==> src/rtl/dmem_port_arbiter.sv <==
// ============================================================================
//  Module   : dmem_port_arbiter
//  Purpose  : Shares the data-memory port between the CPU (priority) and a
//             background req/gnt requester, with a starvation-forced grant.
//  Revision : 1.0  initial release
// ============================================================================
`default_nettype none

module dmem_port_arbiter #(
    parameter int ADDR_W       = 14,
    parameter int DATA_W       = 32,
    parameter int STARVE_LIMIT = 8
) (
    input  logic              iCpuClock,
    input  logic              iCpuReset,
    input  logic              iCpuMemRead,
    input  logic              iCpuMemWrite,
    input  logic [ADDR_W-1:0] iCpuAddr,
    input  logic [DATA_W-1:0] iCpuWData,
    output logic [DATA_W-1:0] oCpuRData,
    output logic              oCpuStall,
    input  logic              iDmaReq,
    input  logic              iDmaWe,
    input  logic [ADDR_W-1:0] iDmaAddr,
    input  logic [DATA_W-1:0] iDmaWData,
    output logic              oDmaGnt,
    output logic              oDmaRValid,
    output logic [DATA_W-1:0] oDmaRData,
    output logic              oRamWen,
    output logic [ADDR_W-1:0] oRamAddr,
    output logic [DATA_W-1:0] oRamWData,
    input  logic [DATA_W-1:0] iRamRData
);

    localparam logic [0:0] c_ST_CPU         = 1'b0;
    localparam logic [0:0] c_ST_FORCE       = 1'b1;
    localparam logic [3:0] c_STARVE_LIMIT   = 4'(STARVE_LIMIT);

    logic [0:0]        r_state;
    logic [3:0]        r_starve_cnt;
    logic              r_rvalid;
    logic [DATA_W-1:0] r_dma_rdata;

    logic w_cpu_access;
    logic w_cpu_own;
    logic w_dma_own;
    logic w_stall;
    logic w_denied;

    assign w_cpu_access = iCpuMemRead | iCpuMemWrite;
    assign w_denied     = (r_state == c_ST_CPU) & w_cpu_access & iDmaReq;

    // Port ownership; the port is held idle while reset is asserted.
    always_comb begin
        w_cpu_own = 1'b0;
        w_dma_own = 1'b0;
        w_stall   = 1'b0;
        if (!iCpuReset) begin
            if (r_state == c_ST_FORCE) begin
                w_stall   = 1'b1;
                w_dma_own = iDmaReq;
            end else if (w_cpu_access) begin
                w_cpu_own = 1'b1;
            end else if (iDmaReq) begin
                w_dma_own = 1'b1;
            end
        end
    end

    always_comb begin
        oRamWen   = 1'b0;
        oRamAddr  = '0;
        oRamWData = '0;
        if (w_dma_own) begin
            oRamWen   = iDmaWe;
            oRamAddr  = iDmaAddr;
            oRamWData = iDmaWData;
        end else if (!iCpuReset) begin
            oRamWen   = w_cpu_own & iCpuMemWrite;
            oRamAddr  = iCpuAddr;
            oRamWData = iCpuWData;
        end
    end

    assign oDmaGnt    = w_dma_own;
    assign oCpuStall  = w_stall;
    assign oCpuRData  = iCpuReset ? '0 : iRamRData;
    assign oDmaRValid = r_rvalid;
    assign oDmaRData  = r_rvalid ? iRamRData : r_dma_rdata;

    always_ff @(posedge iCpuClock) begin
        if (iCpuReset) begin
            r_state      <= c_ST_CPU;
            r_starve_cnt <= 4'd0;
            r_rvalid     <= 1'b0;
            r_dma_rdata  <= '0;
        end else begin
            r_rvalid <= w_dma_own & ~iDmaWe;
            if (r_rvalid) begin
                r_dma_rdata <= iRamRData;
            end
            if (r_state == c_ST_FORCE) begin
                r_state      <= c_ST_CPU;
                r_starve_cnt <= 4'd0;
            end else if (w_denied) begin
                // The LIMIT-th consecutive denial schedules the forced cycle.
                if (r_starve_cnt + 4'd1 == c_STARVE_LIMIT) begin
                    r_state      <= c_ST_FORCE;
                    r_starve_cnt <= 4'd0;
                end else begin
                    r_starve_cnt <= r_starve_cnt + 4'd1;
                end
            end else begin
                r_starve_cnt <= 4'd0;
            end
        end
    end

endmodule

`default_nettype wire

==> config.mk <==
export PLATFORM = sky130hd
export DESIGN_NAME = dmem_port_arbiter
export DESIGN_NICKNAME = d
export VERILOG_FILES = /design/src/rtl/dmem_port_arbiter.sv
export SDC_FILE = /design/constraint.sdc
export NUM_CORES = 1
export LEC_CHECK = 0
export ABC_CLOCK_PERIOD_IN_PS = 1290
export CORE_MARGIN = 8
export CORE_UTILIZATION = 28
export CTS_CLUSTER_DIAMETER = 100
export DETAILED_ROUTE_END_ITERATION = 8
export PLACE_DENSITY = 0.78
export SLEW_MARGIN = 20
export SYNTH_ARGS = -nofsm -noshare
export SYNTH_HDL_FRONTEND = slang
export SYNTH_SLANG_ARGS = --single-unit
export TNS_END_PERCENT = 30
==> constraint.sdc <==
create_clock -name iCpuClock -period 1.29 [get_ports iCpuClock]
set_input_delay 0.3225 -clock iCpuClock [delete_from_list [all_inputs] [get_ports iCpuClock]]
set_output_delay 0.3225 -clock iCpuClock [all_outputs]
set_load 0.05 [all_outputs]
Word-level counts from Yosys, hierarchy flattened:

Index checks and enable logic that the tools add are counted.

* input port bits: 130
* memories kept: 0
* bits in latches: 0
* bits in writable memories: 0
* output and inout bits: 114
* flip-flop bits (word level): 38
* word-level logic and storage cells: 34
* memory bits (read-only): 0

* magnitude comparators: 0
* mux-type cells: 18
* add/sub/neg operators: 1
* reduce and logical (&&, ||, !) cells: 2
* bitwise gates (word level): 8
* shifts and indexed selects: 0
* eq/ne operators: 1
* divide/modulo/power cells: 0
* multipliers: 0

Operator list (number)
* $mux 32: 4
* $mux 14: 2
* $mux 1: 12
* $add 4x1->4 const B: 1
* $and 1x1->1: 4
* $eq 4x4->1 const B: 1
* $reduce_or 4->1: 1
* $not 1->1: 3
* $reduce_or 3->1: 1
* $or 1x1->1: 1

Longest topological paths before layout:

* word-level depth: 7
* mapped depth: 5
* depth with buffers taken out: 3

Worst setup path before layout:

OpenSTA, ideal clock, no wires.

* kind: input port to output port
* from: in iDmaReq
* to: out oRamWData[10]
* stages: 4
* data arrival time: 1894 ps
* setup slack: -927 ps
* required time: 967 ps
* buffers on the path: 1
* path through: nor2b_2 and2_4 clkbuf_2 o21ai_0

* longest elaborated chain between the ends: 5

Ends and longest elaborated chain
* start: declaration: RTL line 22 `input logic iDmaReq,`
* $mux 1: RTL line 64 `end else if (iDmaReq) begin`
* $mux 1: RTL line 62 `end else if (w_cpu_access) begin`
* $mux 1 (*): RTL line 59 `if (r_state == c_ST_FORCE) begin`
* $mux 1 (*): RTL line 58 `if (!iCpuReset) begin`
* $mux 32 (*): RTL line 74 `if (w_dma_own) begin`
* end: declaration: RTL line 31 `output logic [DATA_W-1:0] oRamWData,`

Mark *: on every way between the ends. The rest lies on a longest branch, timed or not.

Worst setup path after layout:

* from: reg r_state
* to: out oRamAddr[10]

* longest elaborated chain between the ends: 3

Ends and longest elaborated chain
* start: declaration: RTL line 39 `logic [0:0] r_state;`
* start signal: assignment: RTL line 93 `r_state <= c_ST_CPU;`
* start signal: assignment: RTL line 103 `r_state <= c_ST_CPU;`
* start signal: assignment: RTL line 108 `r_state <= c_ST_FORCE;`
* $mux 1: RTL line 59
* $mux 1: RTL line 58
* $mux 14: RTL line 74
* end: declaration: RTL line 30 `output logic [ADDR_W-1:0] oRamAddr,`

Every way passes these cells.

==> results summary <==
After the last flow step, the layout net total stands at 705. The worst slew margin relative to its limit came out at 79.88%. The worst hold slack after final layout is 0.5027 ns. Setup repair after global routing could not meet its margin everywhere. The routed design has 14,590 um of wire. Measured along the x axis, the die boundary spans 112.8 um. The highest net fanout along the worst path is 6. The checks that failed: setup timing. CTS placed an instance of sky130_fd_sc_hd__clkbuf_8 at the clock tree root.

The maximum vdd ir drop is 0.0006118 V. The slew at the pin closest to its max-slew limit came out at 0.2991 ns. Detailed routing inserted a total of 3,425 vias. The delay contributed by the slowest stage of the critical path came out at 0.32 ns. Summed over all cells, the static leakage comes to 0.002892 uW. In this run the cell area measured after placement is 0.005852 mm2. The number of buffer and inverter stages on the critical path came out at 4. During synthesis, Yosys emitted a total of 0 warnings. Sequential cells were found to cover 28.97% of the synthesized design area. The final-layout fill cell count came out at 577.

The max-cap violation count is 0. The number of antenna violations at the first check in global routing is 0. The number of standard-cell rows in the floorplan came out at 35. The launching element type of the critical path is a flop. The number of I/O pins came out at 244. The number of enable-type register cells in the synthesized netlist came out at 0.

Clock-pin slew was measured on the worst setup and hold paths at 0.08 ns. The power density over cell area came out at 652.2 mW/mm2. For the worst setup path, the data arrival time is 1.66 ns. The floorplan core area came out at 0.009153 mm2. The run finished, with violations left. Using the TritonRoute via totals, the vias-per-cell ratio works out to 4.993.

Timing would allow up to 0.5038 GHz. The effective utilization at floorplan is 28.69%. For this run, design rule violations remaining after detail routing come to 0. The post-synthesis to final-layout area growth came out at 165.0%. The type of the worst min-delay path is input pin to flop. The worst path setup slack after routing is -0.6950 ns.

The clock insertion delay at the later pin of the skew report is 0.29 ns. The first global-routing pass estimated 21,400 um of wire. Summed over all layers, the global routing overflow is 0. The worst setup skew after layout is 0.0009560 ns. The setup path with the least slack is of type flop to output port. Of all flip-flops after synthesis, the portion carrying an async set or reset was 0%.

Traced cell by cell, the critical path runs through o21bai_4 > and2_4 > buf_8 > buf_12 > buf_12 > o21ai_4 > buf_6. The endpoint required time on the critical path is 0.97 ns. After detailed routing, the average wire length per cell comes to 21.26 um. The floorplan step defined a die boundary enclosing 0.01273 mm2. The starting DRC count in detailed routing came out at 131.

The final count of pins violating max slew is 0. The die is 112.8 um tall. The count of clock tree sinks is 38. The synthesized area per cell came out at 8.081 um2. The number of clock buffers inserted by TritonCTS is 5.

Counting stages on the worst path, the most repeated cell is sky130_fd_sc_hd__buf_12. The reg-to-reg setup timing slack is 0.05 ns. The shortest clock period the worst path allows after layout is 1.985 ns. In this run, post-CTS hold repair placed 0 buffers. Grouping stages by cell kind, the critical path spends the most delay in buffers and inverters.

Once detail routing completed, the nets flagged for antenna violations numbered 0. The number of global-route vias before repair is 3,812. In this run, synthesis produced a sequential element count of 38. The netlist area before placement is 0.002626 mm2. The detailed-placement wirelength estimate came out at 10,330 um. The repair_antennas step left the layout with diodes totalling 0. The final instance area is 0.006959 mm2. Setup violations remaining at the end of the flow were counted as 114.

In the final layout, the multi-input gates occupy 0.002507 mm2. For this run, the detailed router's first-pass iteration total came to 5. The synthesized instance count is 325. At the end of routability-driven placement, the weighted congestion stood at 0.9007. The slowest stage of the critical path is the sky130_fd_sc_hd__dfxtp_2 cell. For this run, the leading register cell type out of synthesis is sky130_fd_sc_hd__dfxtp_1. The CTS tree is built.

The number of buffers on the longest clock path came out at 2. The post-synthesis net count came out at 456. The final worst-path cycle share is 153.9%.

The area taken by flip-flops and latches came out at 763.2 um2. The maximum number of pins on one net before global-route repair is 49. Global routing used 21.13% of the available tracks. The critical path endpoint category is an output port. The number of distinct library cells after synthesis is 31. The hold violation total from the final report came out at 0.

The fraction of layout cells with a size suffix above 1 came out at 47.30%. The number of H-tree branching levels is 2. The number of port buffers is 243.
## per-stage QoR
stage / power, uW / setup TNS (ns) / instances / setup slack (ns) / util [%]
finish: 4539 / -47.19 / 686 / -0.6950 / 76.04
global route: 4684 / -51.79 / 686 / -0.7465 / 76.04
CTS: 4507 / -49.30 / 688 / -0.7225 / 74.65
detailed placement: 3239 / -52.80 / 663 / -0.7891 / 63.94
global placement: 3217 / -50.76 / 663 / -0.7559 / 63.94
floorplan: 2282 / -40.50 / 325 / -0.3428 / -
## registers in the layout (all words and copies together) (netlist names)
signal,flops
r_starve_cnt,4
r_state,1
oDmaRValid,1
r_dma_rdata,32
## repair_timing
action / CTS / global route
endpoints found under the setup margin: 117 / 114
pin swaps: 41 / 5
setup buffers: 11 / 0
resized for setup: 175 / 38
gates cloned: 7 / 0
## cells by family after synthesis
family                     count (synthesis)  synth area share [%]
AOI/OAI and AO/OA                         54                 11.15
xor gates and xnor gates                   1                0.3336
adders and majority gates                  1                0.4763
buffers and inverters                     31                 6.717
DFF                                       38                 28.97
muxes                                     32                 14.29
and+or+nand+nor                          168                 38.07
## Yosys cell counts (2+ instances only)
cell | count | share of area, %
sky130_fd_sc_hd__buf_2 | 9 | 1.7
sky130_fd_sc_hd__buf_4 | 2 | 0.57
sky130_fd_sc_hd__buf_6 | 5 | 2.1
sky130_fd_sc_hd__clkbuf_1 | 11 | 1.6
sky130_fd_sc_hd__clkbuf_2 | 3 | 0.57
sky130_fd_sc_hd__dfxtp_1 | 38 | 29
sky130_fd_sc_hd__mux2_1 | 8 | 3.4
sky130_fd_sc_hd__mux2_2 | 20 | 8.6
sky130_fd_sc_hd__mux2_4 | 4 | 2.3
sky130_fd_sc_hd__nand2b_1 | 47 | 11
sky130_fd_sc_hd__nand3_1 | 46 | 8.8
sky130_fd_sc_hd__nor2_1 | 3 | 0.43
sky130_fd_sc_hd__nor2b_1 | 66 | 16
sky130_fd_sc_hd__o21ai_0 | 37 | 7.1
sky130_fd_sc_hd__o21ai_1 | 9 | 1.7
sky130_fd_sc_hd__o21bai_1 | 2 | 0.57
## area by class of cell
type	count	share of cell area, %
Clock buffer	5	0.9889
Clock inverter	3	0.5753
Multi-Input combinational cell	256	36.03
Sequential cell	38	10.97
Tap cell	111	1.996
Timing Repair Buffer	273	49.44
## path summary, 6_finish.rpt
path         cells after the start               to       startpoint
min                              4  r_dma_rdata[31]        iCpuReset
max                              7     oRamAddr[10]          r_state
max reg2reg                      3   r_dma_rdata[8]       oDmaRValid
min reg2reg                      1  r_starve_cnt[0]  r_starve_cnt[0]
## worst register-to-register path, cell delays in order (launching register included)
cell and delay (ns):
sky130_fd_sc_hd__dfxtp_2 0.36, sky130_fd_sc_hd__buf_12 0.22, sky130_fd_sc_hd__mux2_2 0.41, sky130_fd_sc_hd__nor2b_1 0.14
## power breakdown
group          internal (uW)  switching (uW)
clock                    570             449
combinational           1140            1190
sequential              1190            7.79
## metal layers
metal / vias to the layer above / routed length [um] / part of all wire (%) / track usage [%]
li1: 1592 / - / - / -
met1: 1628 / 5285 / 36 / 21.32
met2: 189 / 7314 / 50 / 38.63
met3: 16 / 1801 / 12 / 10.38
met4: 0 / 186 / 1.3 / 3.867
met5: - / 0 / 0 / 0
## cell usage in the layout (no fill, tap or decap), types with 2 or more instances in the layout
cell type,netlist,final
sky130_fd_sc_hd__mux2_4,4,19
sky130_fd_sc_hd__buf_4,2,14
sky130_fd_sc_hd__nor2b_2,1,2
sky130_fd_sc_hd__dfxtp_2,0,2
sky130_fd_sc_hd__nor2b_1,66,33
sky130_fd_sc_hd__dlygate4sd2_1,0,33
sky130_fd_sc_hd__mux2_2,20,13
sky130_fd_sc_hd__buf_16,0,5
sky130_fd_sc_hd__nand2b_1,47,47
sky130_fd_sc_hd__buf_12,0,54
sky130_fd_sc_hd__clkdlybuf4s50_1,0,94
sky130_fd_sc_hd__o21ai_2,0,2
sky130_fd_sc_hd__nor2b_4,0,32
sky130_fd_sc_hd__clkinv_2,0,2
sky130_fd_sc_hd__nand3_1,46,45
sky130_fd_sc_hd__buf_6,5,55
sky130_fd_sc_hd__nor2_1,3,3
sky130_fd_sc_hd__dfxtp_1,38,36
sky130_fd_sc_hd__clkbuf_8,0,5
sky130_fd_sc_hd__o21ai_4,0,44
sky130_fd_sc_hd__buf_8,0,17
No activity file was read; power rests on OpenSTA's default activity.
==> RTL edit 1: new RTL, config.mk and constraints unchanged <==
Change the parameter `ADDR_W` from 14 to 13.
--- a/src/rtl/dmem_port_arbiter.sv
+++ b/src/rtl/dmem_port_arbiter.sv
@@ -7,7 +7,7 @@
 `default_nettype none
 
 module dmem_port_arbiter #(
-    parameter int ADDR_W       = 14,
+    parameter int ADDR_W       = 13,
     parameter int DATA_W       = 32,
     parameter int STARVE_LIMIT = 8
 ) (
Ports: changed (resized iCpuAddr, iDmaAddr and oRamAddr); port bits go from 244 to 241. The function was not compared with the original's and may differ.
==> RTL edit 1 against the original RTL <==
  * The run still ends with negative setup slack left
  * Global-route usage is 1.2 points lower
  * Power down 1.2%
  * Setup slack got worse by 0.067 ns
  * Cell area fell by 1.0%
  * Synthesized area increased by 3.9%
  * Count of clock-buffer cells in the layout grew 2
  * Wire length shrank 6.8%
  * Synthesized cell count decreased by 18%
  * Sequential cell count unchanged
  * Hold slack worse by 0.025 ns
  * Cell count shrank 4.2%
==> RTL edit 1: results (changes against the original RTL) <==
[synth]
synth_mux_area_share_pct=35.63  ; +21 points
synth.distinct_cells=26  ; -16%
avgSynthCellArea_sq_um=10.22  ; +26%
syn-num-nets=396  ; -13%
synth_commonest_cells=nor2b_1, mux2_2, dfxtp_1

[route]
vias=2984  ; -13%
met2_length_mm=7.098  ; -3.0%

[outcome]
outcome=finished with violations
failed_checks=negative setup slack

[placement]
dp_hpwl_mm=10.53  ; +2.0%
pre_cts_slack_ns=-0.9287  ; -0.1396 ns
dp.cells=639  ; -3.6%

[sta]
setup_viol=113  ; -0.88%
fin_ws_ns=-0.7617  ; -0.06674 ns

[power]
p_total_mw=4.484  ; -1.2%
p_seq_share_pct=26.6  ; +0.3 points

[layout]
multi_input_area_sq_um=2153  ; -14%
signal_buffers=270  ; -1.1%
seq_area_share_pct=11.12  ; +0.15 points

[grt]
grt_pass1_vias=3403  ; -11%
globalRouteMet1Util_pct=19.09  ; -2.2 points
grt_max_degree=50  ; +2.0%
grt_pass1_wl_mm=20.40  ; -4.7%
met3_usage_pct=9.705  ; -0.68 points

[worst_setup_path]
critPathMaxFanout=8  ; +2

[RTL edit 1: cell types whose count changed in the layout (fill, tap and decap cells not counted), moves of 16 or more]
cell,delta
dlygate4sd2_1,-29
nor2b_4,-19
o21ai_4,-44
mux2_4,+56
nand2b_1,-47
nor2b_1,+38
clkdlybuf4s50_1,+22
nor2b_2,+18
nand3_1,-44
buf_12,+27
buf_6,-16
[RTL edit 1: final timing paths]
| kind | slack [ns] | endpoint | cells past startpoint | start |
|---|---|---|---|---|
| worst max register to register | 0.12 | r_dma_rdata[29] | 3 | oDmaRValid |
| worst min register to register | 0.54 | r_starve_cnt[0] | 1 | r_starve_cnt[0] |
| worst min-delay path | 0.48 | r_dma_rdata[27] | 3 | iRamRData[27] |
| worst max-delay path | -0.76 | oRamWData[23] | 6 | r_state |
[RTL edit 1: timing repair]
item,4_1_cts,5_1_grt
gates resized for setup,82,28
gates cloned,3,1
endpoints found under the setup margin,114,115
hold buffers,0,0
buffers inserted,5,1
pin swaps,1,0
==> RTL edit 2: new RTL, config.mk and constraints unchanged <==
Without the edit above. Reset style: asynchronous (`iCpuReset`), changed in one clocked block.
--- a/src/rtl/dmem_port_arbiter.sv
+++ b/src/rtl/dmem_port_arbiter.sv
@@ -88,7 +88,7 @@
     assign oDmaRValid = r_rvalid;
     assign oDmaRData  = r_rvalid ? iRamRData : r_dma_rdata;
 
-    always_ff @(posedge iCpuClock) begin
+    always_ff @(posedge iCpuClock or posedge iCpuReset) begin
         if (iCpuReset) begin
             r_state      <= c_ST_CPU;
             r_starve_cnt <= 4'd0;
Behaviour: differs if iCpuReset is asserted again (counterexample within 4 cycles, from zero or initial values and one cycle with iCpuReset high); with iCpuReset held inactive, the same outputs for 10 cycles.
==> RTL edit 2 against the original RTL <==
  * Largest power group unchanged
  * Sequential cell count unchanged
  * Power up 50%
  * The flow still finishes with violations (negative setup slack)
  * Count of clock-buffer cells in the layout up 2
  * Cell area up 4.0%
  * Critical path type unchanged
  * Synthesized area up 0.48%
  * Highest routed layer is now met5
  * Wire length up 1.2%
  * First-iteration DRC count up 18%
  * Core utilization up 2.6 points
  * Setup slack better by 0.084 ns
  * Cell count down 4.4%
  * Via count down 6.8%
==> RTL edit 2: results (changes against the original RTL) <==
[grt]
met3_usage_pct=9.052  ; -1.3 points
grt_usage_pct=22.39  ; +1.3 points
use_met2_pct=40.44  ; +1.8 points
globalRouteMet1Util_pct=23.06  ; +1.7 points
grt_max_degree=35  ; -29%
antenna_found_initial=2  ; +2
grt_pass1_wl_mm=21.81  ; +1.9%
grt_pass1_vias=3526  ; -7.5%

[sta]
setup_viol=118  ; +3.5%
fin_ws_ns=-0.6106  ; +0.08435 ns
setup_tns_ns=-46.60  ; +0.5842 ns
worstMarginPinSlew_ns=0.4180  ; +0.1189 ns
clock_skew_ns=0.007019  ; +0.006063 ns
hold-worst-slack_ns=0.1613  ; -0.3413 ns

[synth]
synth_compound_area_share_pct=1.944  ; -9.2 points
yosysSeqAreaShare_pct=36.04  ; +7.1 points
netlist_top_cells_area=dfrtp_1, mux2i_1, nand2_1
synth.distinct_cells=29  ; -6.5%
synth_flop_cell=dfrtp_1
synth_commonest_cells=nand2_1, mux2i_1, dfrtp_1
synth_mux_area_share_pct=31.10  ; +17 points
synth_xor_area_share_pct=0.6638  ; +0.33 points
synthArstFlopShare_pct=100.0  ; +100 points
syn-num-nets=419  ; -8.1%
synth_fa_ha_area_share_pct=0.4742  ; -0.0023 points

[layout]
num_antenna_cells=0  ; unchanged
drive_gt1_share_pct=50.46  ; +3.2 points
nFillCells=513  ; -11%
final_nets=675  ; -4.3%

[worst_setup_path]
worst_ep_arrival_time_ns=1.58  ; -0.08 ns
startpoint=r_state
r2r_cells=4  ; +1
critPathMaxFanout=5  ; -1
critical_path.top_delay_family=flip-flops
cpMaxStageDelayCell=dfrtp_1
ff2ff_setup_slack_ns=-0.05  ; -0.10 ns
r2r-end=r_starve_cnt[3]
critical_path.endpoint=oRamWData[18]
cpPeakStageDelay_ns=0.42  ; +0.10 ns

[placement]
dp_hpwl_mm=11.03  ; +6.8%
gp_congestion=0.8961  ; -0.51%

[route]
m1WireLength_mm=4.956  ; -6.2%
via_per_inst=4.867  ; -2.5%
wirelength_mm=14.76  ; +1.2%
topRoutingLayerUsed=met5
met3_length_mm=1.775  ; -1.4%
met2_length_mm=7.664  ; +4.8%
first_iter_violations=155  ; +18%

[outcome]
failed_checks=negative setup slack
outcome=finished with violations

[clock_network]
cts_resized=70  ; -60%
clock_latency_ns=0.28
cts_setup_buffers=3  ; -8

[worst_hold_path]
hold_path.class=in2async

[power]
seq_cell_power_mw=1.50  ; +25%
switchingPower_mw=2.798  ; +70%
vdd_drop_max_uv=1270  ; +110%
clock_power_share_pct=15.3  ; -7.1 points

[RTL edit 2: changes by cell type in the layout (fill, tap and decap cells not counted), sizes merged, moves of 21 or more]
cell	before	now
clkdlybuf4s50	94	115
dfrtp	0	38
dfxtp	38	0
dlygate4sd2	33	1
mux2i	0	46
nand2	1	94
nand2b	47	1
nand3	46	0
nor2b	67	33
o21ai	46	1
[RTL edit 2: layout make-up]
type                       count  area share [%]
clock inverter                 1          0.4151
sequential                    38           13.16
multi-input combinational    226           32.08
timing repair buffer         271           51.09
inverter                       2          0.1384
tap                          111           1.920
clock buffer                   7           1.193
[RTL edit 2: per-stage QoR]
stage	cells	cell area (sq um)	setup WS, ns
2_1_floorplan	288	3306	-0.4575
3_3_place_gp	640	6640	-0.8711
3_5_place_dp	640	6640	-0.8983
4_1_cts	654	7086	-0.7056
5_1_grt	656	7234	-0.6686
6_report	656	7234	-0.6106
